### src/rtl/fifo_ctrl_pkg.sv
// Shared definitions for the FIFO arbiter: parameter defaults, requester
// indices for the round-robin ring and the controller state encoding.
package fifo_ctrl_pkg;

  localparam int DW_DEF     = 32;
  localparam int DEPTH_DEF  = 16;
  localparam int RD_LAT_DEF = 1;

  // Positions on the arbitration ring wr0 -> wr1 -> rd -> wr0.
  typedef enum logic [1:0] {
    REQ_WR0 = 2'd0,
    REQ_WR1 = 2'd1,
    REQ_RD  = 2'd2
  } req_idx_e;

  // RUN: normal service. DRAIN: writes blocked until the FIFO is empty and
  // every granted read has produced its rd_valid.
  typedef enum logic {
    RUN   = 1'b0,
    DRAIN = 1'b1
  } fifo_state_e;

  // Ring successor of a requester; used to move the priority pointer.
  function automatic req_idx_e next_idx(input req_idx_e cur);
    req_idx_e nxt;
    case (cur)
      REQ_WR0: nxt = REQ_WR1;
      REQ_WR1: nxt = REQ_RD;
      default: nxt = REQ_WR0;
    endcase
    return nxt;
  endfunction

endpackage

### src/rtl/fifo_arbiter_if.sv
// Client-side bundle of the FIFO arbiter: two producers and one consumer.
//
// Handshake: a requester raises its req bit and holds it (with stable data)
// until it sees its grant. Grants are combinational in the same cycle; the
// transfer is accepted in exactly the cycle where req && gnt are both high.
// rd_valid/rd_data return the read data later and carry no back-pressure.
interface fifo_arbiter_if #(
  parameter int DW = fifo_ctrl_pkg::DW_DEF
);

  logic [1:0]    wr_req;
  logic [DW-1:0] wr_data0;
  logic [DW-1:0] wr_data1;
  logic [1:0]    wr_gnt;
  logic          rd_req;
  logic          rd_gnt;
  logic          rd_valid;
  logic [DW-1:0] rd_data;

  // Producers/consumer side.
  modport master (
    output wr_req, wr_data0, wr_data1, rd_req,
    input  wr_gnt, rd_gnt, rd_valid, rd_data
  );

  // Arbiter side.
  modport slave (
    input  wr_req, wr_data0, wr_data1, rd_req,
    output wr_gnt, rd_gnt, rd_valid, rd_data
  );

endinterface

### src/rtl/rr_arb3.sv
// Three-way round-robin arbiter. Requests are masked by eligibility, the
// search starts at the priority pointer, and after any grant the pointer
// moves to the ring successor of the winner.
module rr_arb3
  import fifo_ctrl_pkg::*;
(
  input  logic       clk,
  input  logic       rst_n,
  input  logic [2:0] req,    // bit index = req_idx_e
  input  logic [2:0] elig,   // requester may be served this cycle
  output logic [2:0] gnt     // one-hot or zero
);

  req_idx_e   prio;
  logic [2:0] cand;

  assign cand = req & elig;

  // Pick the first eligible requester walking the ring from the pointer.
  always_comb begin
    gnt = 3'b000;
    case (prio)
      REQ_WR0: begin
        if (cand[0])      gnt = 3'b001;
        else if (cand[1]) gnt = 3'b010;
        else if (cand[2]) gnt = 3'b100;
      end
      REQ_WR1: begin
        if (cand[1])      gnt = 3'b010;
        else if (cand[2]) gnt = 3'b100;
        else if (cand[0]) gnt = 3'b001;
      end
      default: begin
        if (cand[2])      gnt = 3'b100;
        else if (cand[0]) gnt = 3'b001;
        else if (cand[1]) gnt = 3'b010;
      end
    endcase
  end

  // Advance the pointer past the winner; hold it when nothing is granted.
  always_ff @(posedge clk or negedge rst_n) begin
    if (!rst_n) begin
      prio <= REQ_WR0;
    end else if (gnt[0]) begin
      prio <= next_idx(REQ_WR0);
    end else if (gnt[1]) begin
      prio <= next_idx(REQ_WR1);
    end else if (gnt[2]) begin
      prio <= next_idx(REQ_RD);
    end
  end

endmodule

### src/rtl/fifo_arbiter.sv
// FIFO front-end arbiter: shares one FIFO command port between two writers
// and one reader, tracks occupancy, returns read data after the FIFO read
// latency and supports a drain request that blocks writes until empty.
module fifo_arbiter
  import fifo_ctrl_pkg::*;
#(
  parameter int DW     = DW_DEF,
  parameter int DEPTH  = DEPTH_DEF,
  parameter int RD_LAT = RD_LAT_DEF
) (
  input  logic                       clk,
  input  logic                       rst_n,
  fifo_arbiter_if.slave              bus,
  input  logic                       drain,
  output logic                       drain_done,
  output logic                       fifo_en,
  output logic                       fifo_wr_rd,
  output logic [DW-1:0]              fifo_datain,
  input  logic [DW-1:0]              fifo_dataout,
  output logic [$clog2(DEPTH):0]     count,
  output logic                       full,
  output logic                       empty,
  output fifo_state_e                state_dbg
);

  localparam int CW = $clog2(DEPTH) + 1;
  localparam int PW = RD_LAT + 1;
  // Pipeline stage that drives rd_valid.
  localparam logic [PW-1:0] VALID_BIT = PW'(1) << RD_LAT;

  fifo_state_e   state_q;
  logic [CW-1:0] count_q;
  logic [2:0]    req;
  logic [2:0]    elig;
  logic [2:0]    gnt;
  logic          wr_ok;
  logic          rd_ok;
  logic [PW-1:0] rd_pipe;
  logic          rd_pending;
  logic          drain_idle;

  assign full  = (count_q == CW'(DEPTH));
  assign empty = (count_q == '0);
  assign count = count_q;

  // Writes stop while full or draining; the drain pulse itself already
  // blocks writes so nothing slips in during the cycle it arrives.
  assign wr_ok = rst_n && !full && (state_q == RUN) && !drain;
  assign rd_ok = rst_n && !empty;

  assign req  = {bus.rd_req, bus.wr_req};
  assign elig = {rd_ok, wr_ok, wr_ok};

  rr_arb3 u_rr (
    .clk   (clk),
    .rst_n (rst_n),
    .req   (req),
    .elig  (elig),
    .gnt   (gnt)
  );

  assign bus.wr_gnt = gnt[1:0];
  assign bus.rd_gnt = gnt[2];

  // Register the granted command toward the FIFO; data/direction hold when idle.
  always_ff @(posedge clk or negedge rst_n) begin
    if (!rst_n) begin
      fifo_en     <= 1'b0;
      fifo_wr_rd  <= 1'b0;
      fifo_datain <= '0;
    end else begin
      fifo_en <= |gnt;
      if (gnt[0]) begin
        fifo_wr_rd  <= 1'b1;
        fifo_datain <= bus.wr_data0;
      end else if (gnt[1]) begin
        fifo_wr_rd  <= 1'b1;
        fifo_datain <= bus.wr_data1;
      end else if (gnt[2]) begin
        fifo_wr_rd  <= 1'b0;
      end
    end
  end

  // Occupancy follows the grant so eligibility is exact in the next cycle.
  always_ff @(posedge clk or negedge rst_n) begin
    if (!rst_n) begin
      count_q <= '0;
    end else if (gnt[0] || gnt[1]) begin
      count_q <= count_q + CW'(1);
    end else if (gnt[2]) begin
      count_q <= count_q - CW'(1);
    end
  end

  // Read-return shift register: stage 0 is the command cycle, the top stage
  // is the data-valid cycle RD_LAT cycles later. Reset drops in-flight reads.
  always_ff @(posedge clk or negedge rst_n) begin
    if (!rst_n) begin
      rd_pipe <= '0;
    end else begin
      rd_pipe <= (rd_pipe << 1) | PW'(gnt[2]);
    end
  end

  assign bus.rd_valid = rd_pipe[RD_LAT];
  assign bus.rd_data  = fifo_dataout;

  // A read is pending until the cycle its rd_valid is shown.
  assign rd_pending = (|(rd_pipe & ~VALID_BIT)) || gnt[2];
  assign drain_idle = (count_q == '0) && !rd_pending;

  // Drain controller; drain_done is a registered one-cycle pulse that lands
  // together with the return to RUN.
  always_ff @(posedge clk or negedge rst_n) begin
    if (!rst_n) begin
      state_q    <= RUN;
      drain_done <= 1'b0;
    end else begin
      drain_done <= 1'b0;
      case (state_q)
        RUN: begin
          if (drain) begin
            if (drain_idle) begin
              drain_done <= 1'b1;
            end else begin
              state_q <= DRAIN;
            end
          end
        end
        DRAIN: begin
          if (drain_idle) begin
            state_q    <= RUN;
            drain_done <= 1'b1;
          end
        end
        default: state_q <= RUN;
      endcase
    end
  end

  assign state_dbg = state_q;

endmodule

### src/flat_wrapper.sv
// flat-port wrapper written by rule: the top's interface ports become plain ports
module fifo_arbiter_flat import fifo_ctrl_pkg::*;
#(
  parameter int DW     = DW_DEF,
  parameter int DEPTH  = DEPTH_DEF,
  parameter int RD_LAT = RD_LAT_DEF
)
  (clk, rst_n, drain, drain_done, fifo_en, fifo_wr_rd, fifo_datain, fifo_dataout, count, full, empty, state_dbg, bus_wr_req, bus_wr_data0, bus_wr_data1, bus_rd_req, bus_wr_gnt, bus_rd_gnt, bus_rd_valid, bus_rd_data);
  fifo_arbiter_if #(.DW(DW)) bus_i ();
  input  logic clk;
  input  logic rst_n;
  input  logic drain;
  output logic drain_done;
  output logic fifo_en;
  output logic fifo_wr_rd;
  output logic [DW-1:0] fifo_datain;
  input  logic [DW-1:0] fifo_dataout;
  output logic [$clog2(DEPTH):0] count;
  output logic full;
  output logic empty;
  output fifo_state_e state_dbg;
  input wire logic [$bits(bus_i.wr_req)-1:0] bus_wr_req;
  input wire logic [$bits(bus_i.wr_data0)-1:0] bus_wr_data0;
  input wire logic [$bits(bus_i.wr_data1)-1:0] bus_wr_data1;
  input wire logic [$bits(bus_i.rd_req)-1:0] bus_rd_req;
  output wire logic [$bits(bus_i.wr_gnt)-1:0] bus_wr_gnt;
  output wire logic [$bits(bus_i.rd_gnt)-1:0] bus_rd_gnt;
  output wire logic [$bits(bus_i.rd_valid)-1:0] bus_rd_valid;
  output wire logic [$bits(bus_i.rd_data)-1:0] bus_rd_data;
  assign bus_i.wr_req = bus_wr_req;
  assign bus_i.wr_data0 = bus_wr_data0;
  assign bus_i.wr_data1 = bus_wr_data1;
  assign bus_i.rd_req = bus_rd_req;
  assign bus_wr_gnt = bus_i.wr_gnt;
  assign bus_rd_gnt = bus_i.rd_gnt;
  assign bus_rd_valid = bus_i.rd_valid;
  assign bus_rd_data = bus_i.rd_data;
  fifo_arbiter #(.DW(DW), .DEPTH(DEPTH), .RD_LAT(RD_LAT)) u_core (.clk(clk), .rst_n(rst_n), .bus(bus_i), .drain(drain), .drain_done(drain_done), .fifo_en(fifo_en), .fifo_wr_rd(fifo_wr_rd), .fifo_datain(fifo_datain), .fifo_dataout(fifo_dataout), .count(count), .full(full), .empty(empty), .state_dbg(state_dbg));
endmodule
### config.mk
export PLATFORM = sky130hd
export DESIGN_NAME = fifo_arbiter_flat
export DESIGN_NICKNAME = d
export VERILOG_FILES = /design/src/rtl/fifo_ctrl_pkg.sv /design/src/rtl/fifo_arbiter_if.sv /design/src/rtl/rr_arb3.sv /design/src/rtl/fifo_arbiter.sv /design/src/flat_wrapper.sv
export SDC_FILE = /design/constraint.sdc
export NUM_CORES = 1
export LEC_CHECK = 0
export ABC_AREA = 1
export BUFFER_PORTS_ARGS = -buffer_cell sky130_fd_sc_hd__buf_2
export CORE_AREA = 8 8 87 89
export CTS_CLUSTER_DIAMETER = 40
export DETAILED_ROUTE_END_ITERATION = 10
export DIE_AREA = 0 0 95 97
export PLACE_DENSITY_LB_ADDON = 0.15
export SYNTH_ARGS = -nofsm -noshare
export SYNTH_HDL_FRONTEND = slang
export SYNTH_SLANG_ARGS = --single-unit
### constraint.sdc
create_clock -name clk -period 2.71 [get_ports clk]
set_clock_uncertainty 0.1 [all_clocks]
set_input_delay 0.4065 -clock clk [delete_from_list [all_inputs] [get_ports clk]]
set_output_delay 0.4065 -clock clk [all_outputs]
set_load 0.1 [all_outputs]
======== Yosys cells after proc, flatten, opt, wreduce, memory -nomap -nowiden ========
Index checks and enable logic that the tools add are counted.
storage, ports and cells
  memories ................................ 0
  register bits ........................... 45
  bits of input ports ..................... 102
  latch bits .............................. 0
  RAM bits ................................ 0
  logic and storage cells ................. 58
  ROM bits ................................ 0
operators by class
  reductions and logical operators ........ 17
  eq/ne operators ......................... 2
  add/subtract/negate cells ............... 2
  order comparisons ....................... 0
  muxes and demuxes ....................... 26
  $mul .................................... 0
  div/mod/pow operators ................... 0
  bitwise gates (word level) .............. 3
  shift operators ......................... 0
operators with widths
  operator                                          count
  two-way mux 32 bit                                2
  two-way mux 3 bit                                 6
  two-way mux 2 bit                                 5
  two-way mux 5 bit                                 2
  two-way mux 1 bit                                 8
  one-hot mux 3 bit (2 select lines)                1
  adder 5 x 1 -> 5 bit, second input constant       1
  == test 5 bit, second input constant              1
  logical AND 1 bit                                 5
  logical NOT 5 bit                                 1
  subtractor 5 x 1 -> 5 bit, second input constant  1
  logical NOT 1 bit                                 4
  one-hot mux 1 bit (2 select lines)                2
  nonzero test 2 bit                                2
  AND 3 bit                                         1
  nonzero test 3 bit                                1
  OR reduction 3 bit                                1
  == test 2 x 1 -> 1 bit, second input constant     1
  logical NOT 2 bit                                 1
  logical OR 1 bit                                  2
  bitwise OR 2 x 1 -> 2 bit                         1
  inverter 1 bit                                    1

======== Depth between registers and ports, before layout ========
Gate-level depths: netlist of run 1.
  word-level depth ........................ 16
  depth in mapped cells ................... 21

======== Hierarchy ========
A second synthesis of run 1 with hierarchy kept.
second synthesis, totals
  cell total of the unflattened synthesis .. 309
  area, all modules ....................... 2,447.3 um2
modules (own cells, without submodules)
  module        area an instance (um2)  cells an instance  times used  sequential area each (um2)
  fifo_arbiter  2,280.9                 281                1           1,076.0
  rr_arb3       166.4                   28                 1           50.0

======== Least setup slack after synthesis of run 1 ========
No wires, ideal clock.
  path type ............................... reg-to-reg
  start ................................... reg u_core.count_q[4], in the netlist u_core.count[4]
  end ..................................... reg u_core.count_q[2], in the netlist u_core.count[2]
  slack ................................... -0.691 ns
  path buffers ............................ 0
  stages on the path, launching flop included .. 11
  arrival time ............................ 3.218 ns
  required time ........................... 2.526 ns
  clock period less this slack ............ 3.401 ns
  cells stage by stage .................... dfrtp_1 inv_1 nand3_2 nand2_2 inv_2 nand2_1 nor2_1 nor2_4 a21oi_1 o21ai_0 o21ai_0
RTL lines
  item                                     line                text
  start: declaration                       fifo_arbiter.sv:32  logic [CW-1:0] count_q;
  start signal: assignment                 fifo_arbiter.sv:90  count_q <= count_q + CW'(1);
  start signal: assignment                 fifo_arbiter.sv:92  count_q <= count_q - CW'(1);
  == test 5 bit                            fifo_arbiter.sv:42  assign full = (count_q == CW'(DEPTH));
  logical NOT 1 bit                        fifo_arbiter.sv:48  assign wr_ok = rst_n && !full && (state_q == RUN) && !drain;
  logical AND 1 bit (3 in a row)           fifo_arbiter.sv:48
  AND 3 bit (*)                            rr_arb3.sv:17       assign cand = req & elig;
  two-way mux 3 bit                        rr_arb3.sv:25       else if (cand[1]) gnt = 3'b010;
  two-way mux 3 bit                        rr_arb3.sv:24       if (cand[0]) gnt = 3'b001;
  one-hot mux 3 bit (2 select lines) (*)   rr_arb3.sv:22       case (prio)
  net bus_rd_gnt                           flat_wrapper.sv:27  output wire logic [$bits(bus_i.rd_gnt)-1:0] bus_rd_gnt;
  nonzero test 2 bit (no source line) (*)  --
Mark *: on every way through the listed nets, which the timed path passes. The rest lies on a longest branch.
A chain may end at the register's enable or synchronous reset.

======== Worst setup path in the final report of run 1 ========
  start ................................... reg u_core.count_q[2], in the netlist u_core.count[2]
  end ..................................... out bus_wr_gnt[1]
between the ends
  word-level cells in the longest chain between the ends .. 10
RTL lines
  item                                    line                text
  == test 5 bit                           fifo_arbiter.sv:42
  logical NOT 1 bit                       fifo_arbiter.sv:48
  logical AND 1 bit (3 in a row)          fifo_arbiter.sv:48
  AND 3 bit (*)                           rr_arb3.sv:17
  two-way mux 2 bit                       rr_arb3.sv:36       else if (cand[1]) gnt = 3'b010;
  two-way mux 2 bit                       rr_arb3.sv:35       else if (cand[0]) gnt = 3'b001;
  two-way mux 3 bit                       rr_arb3.sv:34       if (cand[2]) gnt = 3'b100;
  one-hot mux 3 bit (2 select lines) (*)  rr_arb3.sv:22
  end: declaration                        flat_wrapper.sv:26  output wire logic [$bits(bus_i.wr_gnt)-1:0] bus_wr_gnt;
Every way passes the cells marked *; elsewhere a longest branch is shown, timed or not.

==> impl_metrics.tcl, run 1 <==
set metrics [dict create \
    die_w_um 95 \
    drt_pass1_iterations 4 \
    h-tree-depth 2 \
    fin_crit_ns 2.51 \
    wl_per_cell_um 14.7 \
    routed_via_density 4.83 \
    wirelength_mm 6.93 \
    ys_ff_latch 45 \
    antenna_found_initial 0 \
    synth_top_area_cell "dfrtp_1" \
    coreArea_um2 6200 \
    stdcell_area_um2 3010 \
    rr_endpoint "u_core.count[4]" \
    fmax_ghz 0.398 \
    critPathArrivalTime_ns 2.00 \
    layout_commonest_cell "buf_2" \
    worstSetupStartpointType "flip-flop" \
    dpl.cell_count 461 \
    worst_pin_slew_ns 0.507 \
    timing.rr.start "u_core.count[2]" \
    grt_pass1_wl_mm 11.2 \
    cp_top_family "simple AND/OR/NAND/NOR gates" \
    synth_warnings 0 \
    grt-ovfl-total 0 \
    critPathCaptureType "primary output" \
    die_height_um 97 \
    irDropWorstVdd_mv 0.818 \
    synth_cell_types 26 \
    grt_start_max_net_pins 39 \
    slowest_delay_ns 0.48 \
    clock_sinks 45 \
    start_util_pct 39.8 \
    hold_class "in2async" \
    hpwl_mm 5.24 \
    avgSynthCellArea_um2 8.04 \
    globalplace.congestion 0.824 \
    post-cts-setup-buffers 0 \
    top_level_ports 181 \
    placed_area_um2 2890 \
    rows 29 \
    setup_viol 0 \
    ant_nets 0 \
    rsz0062_at_grt "no" \
    slowest_stage "dfrtp_2" \
    cellPowerDensity_nw_per_um2 1580 \
    clk_pin_slew_ns 0.09 \
    yosys-top-cells-area "dfrtp_1 46%, buf_4 11%, nand2_1 9.0%, o21ai_0 7.5%, a21oi_1 6.7%" \
    r2r_cells 17 \
    regToRegSetupSlack_ns 0.39 \
    finalCritPeriodShare_pct 92.7 \
    synth_top_area_share_pct 45.6 \
    maxSlewViolCount 0 \
    dieArea_um2 9220 \
    final_cell_mix "115 x buf_2, 59 x nand2_1, 39 x dfrtp_1" \
    gr-usage-all-layers_pct 15.0 \
    synthCells 307 \
    vias 2268 \
    maxSlewHeadroom_pct 66.4 \
    required_ns 2.20 \
    grt_pass1_vias 2362 \
    syn_nets 410 \
    drv_cap 0 \
    ys_seq_area_share_pct 45.6 \
    nNetsFinal 495 \
    area_delta_synth_final_pct 21.7 \
    diodes 0 \
    critPathKind "reg2out" \
    drc 0 \
    cts_tree "yes" \
    numCtsBuffers 5 \
    cp_max_fo 17 \
    p_leak_nw 1.61 \
    cts-root-buf "clkbuf_8" \
    dr.first_iter.drc_count 103 \
    clock_path_buffers 2 \
    tns_ns 0 \
    path_buf_inv 3 \
    netlist_area_um2 2470 \
    status "finished clean" \
    stdcell_count 470 \
    finalHoldViolCount 0 \
    portBuffers 116 \
    cp_cell_sequence "nor2_2 -> nand3_2 -> nand3_2 -> nand2_1 -> nand2_1 -> nand2_2 -> buf_4 -> clkinvlp_4 -> clkbuf_4" \
    insertion_delay_ns 0.30 \
    drive_gt1_share_pct 40.5 \
]
## worst max path at each step
stage	slack, ns	start	cells past startpoint	end
after CTS	0.07	u_core.count[2]	9	bus_wr_gnt[1]
final	0.20	u_core.count[2]	9	bus_wr_gnt[1]
after floorplan	0.04	u_core.count[2]	9	bus_wr_gnt[1]
after global routing	0.06	u_core.count[2]	9	bus_wr_gnt[1]
after global placement	0.36	drain	16	u_core.count[4]
after detailed placement	0.29	drain	16	u_core.count[4]
## metrics by stage
stage               util (%)  worst slack (ns)  hold WS (ns)  total power (W)
global placement        46.5             0.361         0.282          0.00431
detailed placement      46.5             0.285         0.288          0.00433
finish                  48.4             0.199         0.110          0.00476
floorplan                  -            0.0436        0.0109          0.00400
CTS                     48.4            0.0676         0.132          0.00481
global route            48.4            0.0587         0.156          0.00501
## cell usage after synthesis
library cell  number
nor3b_1            1
nand4_2            1
o21ai_0           37
nand2_2            5
nand2_1           59
nor2_1            33
nand3b_1           1
clkbuf_1           3
nand3_1            7
xor2_1             1
nor2_4             1
nand4_1            1
buf_6              2
a21oi_4            1
dfrtp_1           45
nor2_2             5
nand3_2            3
ha_1               1
nor4_1             1
buf_2              7
inv_1             19
o2111ai_1          1
o21a_1             1
a21oi_1           33
inv_2              3
buf_4             35
## layer usage
layer | up-vias | part of all wire (%) | GRT usage [%]
met3 | 12 | 6.7 | 4.10
li1 | 1124 | - | -
met1 | 1057 | 42 | 18.1
met2 | 75 | 50 | 24.8
met5 | - | 0 | 0
met4 | 0 | 1.4 | 5.29
## state kept, by name (all words and copies together), names as in the netlist
signal              cells
u_core.count            5
u_core.fifo_wr_rd       1
u_core.state_dbg        1
u_core.fifo_datain     32
u_core.u_rr.prio        2
u_core.rd_pipe          2
u_core.fifo_en          1
u_core.drain_done       1
## cell families after synthesis
family / after synthesis / synth area share, %
flip-flops: 45 / 45.6
AND/OR/NAND/NOR: 118 / 21.2
XOR/XNOR: 1 / 0.355
buffers and inverters: 69 / 16.8
AO/OA/AOI/OAI: 73 / 15.5
adder cells (fa/ha/maj): 1 / 0.507
## where the power goes
part | leakage [nW] | switching, W | internal [W]
combinational | 1.00 | 0.00267 | 0.000472
clock | 0.0549 | 0.000238 | 0.000236
sequential | 0.555 | 0.000183 | 0.000964
total | 1.61 | 0.00309 | 0.00167
## layout make-up
type | instances | area, µm²
Sequential cell | 45 | 1130
Tap cell | 77 | 96.3
Inverter | 22 | 86.3
Clock inverter | 1 | 8.76
Multi-Input combinational cell | 193 | 931
Fill cell | 631 | 3200
Timing Repair Buffer | 125 | 653
Clock buffer | 7 | 96.3
## timing repair
action | CTS | global route
setup endpoints to repair | 0 | 1
gates resized for setup | 0 | 1
hold buffers | 1 | 0
endpoints found under the hold margin | 7 | 0
Power figures use the tool's default switching activity.
==> inputs of run 2 (changes only) <==
Settings changed: SETUP_SLACK_MARGIN set to 0.3, SLEW_MARGIN set to 15.
==> run 2 against run 1 <==
- first-iteration DRC count rose by 44%
- fmax rose by 6.9%
- largest cell class unchanged
- clock-buffer cell count is 2 lower
==> impl_metrics.tcl, run 2 (same netlist as run 1, synthesis figures left out) <==
set metrics [dict create \
    globalplace.congestion 0.770 \
    die_height_um 97 \
    insertion_delay_ns 0.29 \
    finalCritPeriodShare_pct 86.7 \
    hold_class "in2async" \
    grt_start_max_net_pins 26 \
    clock_sinks 45 \
    largest_reg_flops 32 \
    dieArea_um2 9220 \
    nNetsFinal 496 \
    cp_max_fo 9 \
    antenna_found_initial 0 \
    holdWs_ns 0.0168 \
    fin_crit_ns 2.35 \
    worstSetupStartpointType "flip-flop" \
    ant_nets 0 \
    wl_per_cell_um 15.3 \
    grt-ovfl-total 0 \
    gr-usage-all-layers_pct 15.6 \
    coreArea_um2 6200 \
    critPathCaptureType "primary output" \
    stdcell_area_um2 3120 \
    setup_viol 0 \
    grt_pass1_vias 2438 \
    drt_pass1_iterations 4 \
    cellPowerDensity_nw_per_um2 1590 \
    status "finished clean" \
    p_leak_nw 1.64 \
    die_w_um 95 \
    drive_gt1_share_pct 41.9 \
    maxSlewViolCount 0 \
    start_util_pct 39.8 \
    critPathArrivalTime_ns 1.84 \
    slowest_delay_ns 0.53 \
    cts-root-buf "clkbuf_8" \
    top_level_ports 181 \
    worst_pin_slew_ns 0.516 \
    h-tree-depth 2 \
    numCtsBuffers 5 \
    grt_pass1_wl_mm 11.7 \
    hpwl_mm 5.55 \
    rsz0062_at_grt "yes" \
    clock_path_buffers 2 \
    finalHoldViolCount 0 \
    fillers 609 \
    wirelength_mm 7.22 \
    drv_cap 0 \
    cpMostUsedCell "inv_2" \
    cp_cell_sequence "nor2_4 -> nand3_2 -> nand2_2 -> inv_2 -> nor2_2 -> a21oi_4 -> inv_2 -> buf_12" \
    final_cell_mix "113 x buf_2, 57 x nand2_1, 39 x dfrtp_1" \
    layout_commonest_cell "buf_2" \
    slowest_stage "dfrtp_4" \
    required_ns 2.20 \
    rows 29 \
    routed_via_density 4.85 \
    fmax_ghz 0.426 \
    dr.first_iter.drc_count 148 \
    cts_tree "yes" \
    clk_pin_slew_ns 0.09 \
    portBuffers 116 \
    irDropWorstVdd_mv 0.841 \
    vias 2284 \
    placed_area_um2 2950 \
    area_delta_synth_final_pct 26.2 \
    diodes 0 \
    critPathKind "reg2out" \
    tns_ns 0 \
    maxSlewHeadroom_pct 65.8 \
    regMostFlops "u_core.fifo_datain" \
    drc 0 \
]
[run 2: cell count changes in the layout (fill, tap and decap cells not counted), sizes merged]
cell         delta
buf             +3
bufinv          +2
inv             -1
dlygate4sd3     -1
clkinv          +1
clkbuf          -3
[run 2: final cells by class]
class	count	area, µm²	share of cell area [%]
sequential	45	1150	36.8
multi-input combinational	193	973	31.2
timing repair buffer	126	679	21.8
tap	77	96.3	3.09
inverter	22	86.3	2.77
clock buffer	5	68.8	2.21
clock inverter	3	65.1	2.09
[run 2: timing repair]
action,in CTS,in global routing
hold buffers,0,0
gates resized for setup,2,3
setup buffers,0,1
setup endpoints to repair,2,4
[run 2: path summary, 6_finish.rpt]
| check | from | endpoint | slack (ns) | depth (start not counted) |
|---|---|---|---|---|
| worst max register to register | u_core.count[2] | u_core.count[4] | 0.44 | 19 |
| worst max-delay path | u_core.count[2] | bus_wr_gnt[0] | 0.36 | 8 |
| min in group clk | bus_wr_data0[2] | u_core.fifo_datain[2] | 0.24 | 3 |
| max in group asynchronous | rst_n | u_core.count[3] | 2.22 | 2 |
| worst min register to register | u_core.rd_pipe[0] | u_core.rd_pipe[1] | 0.33 | 0 |
| worst min-delay path | rst_n | u_core.fifo_datain[3] | 0.02 | 2 |
[run 2: power breakdown]
group	total (W)	leakage, nW	internal, W	switching [W]
Combinational	0.00317	1.02	0.000491	0.00268
Sequential	0.00118	0.556	0.000981	0.000200
Clock	0.000604	0.0681	0.000366	0.000237
[run 2: layer usage]
| layer | vias to the layer above | global-route usage (%) | wire length [µm] |
|---|---|---|---|
| met3 | 19 | 5.56 | 602 |
| li1 | 1121 | - | - |
| met5 | - | 0 | 0 |
| met4 | 0 | 6.37 | 197 |
| met2 | 91 | 25.6 | 3470 |
| met1 | 1053 | 17.7 | 2950 |
[run 2: critical path: cells and delay by family, from the launching register on]
| kind | cells | cell delay [ns] |
|---|---|---|
| buf+inv | 3 | 0.43 |
| flops | 1 | 0.53 |
| compound gates | 1 | 0.10 |
| simple gates | 4 | 0.48 |
[run 2: per-stage QoR]
stage / setup slack [ns] / util (%) / std cells / power (W)
4_1_cts: 0.343 / 49.8 / 470 / 0.00499
2_1_floorplan: 0.266 / - / 307 / 0.00404
3_5_place_dp: 0.392 / 47.6 / 462 / 0.00437
6_report: 0.361 / 50.2 / 471 / 0.00495
5_1_grt: 0.219 / 50.2 / 471 / 0.00520
3_3_place_gp: 0.444 / 47.6 / 462 / 0.00436
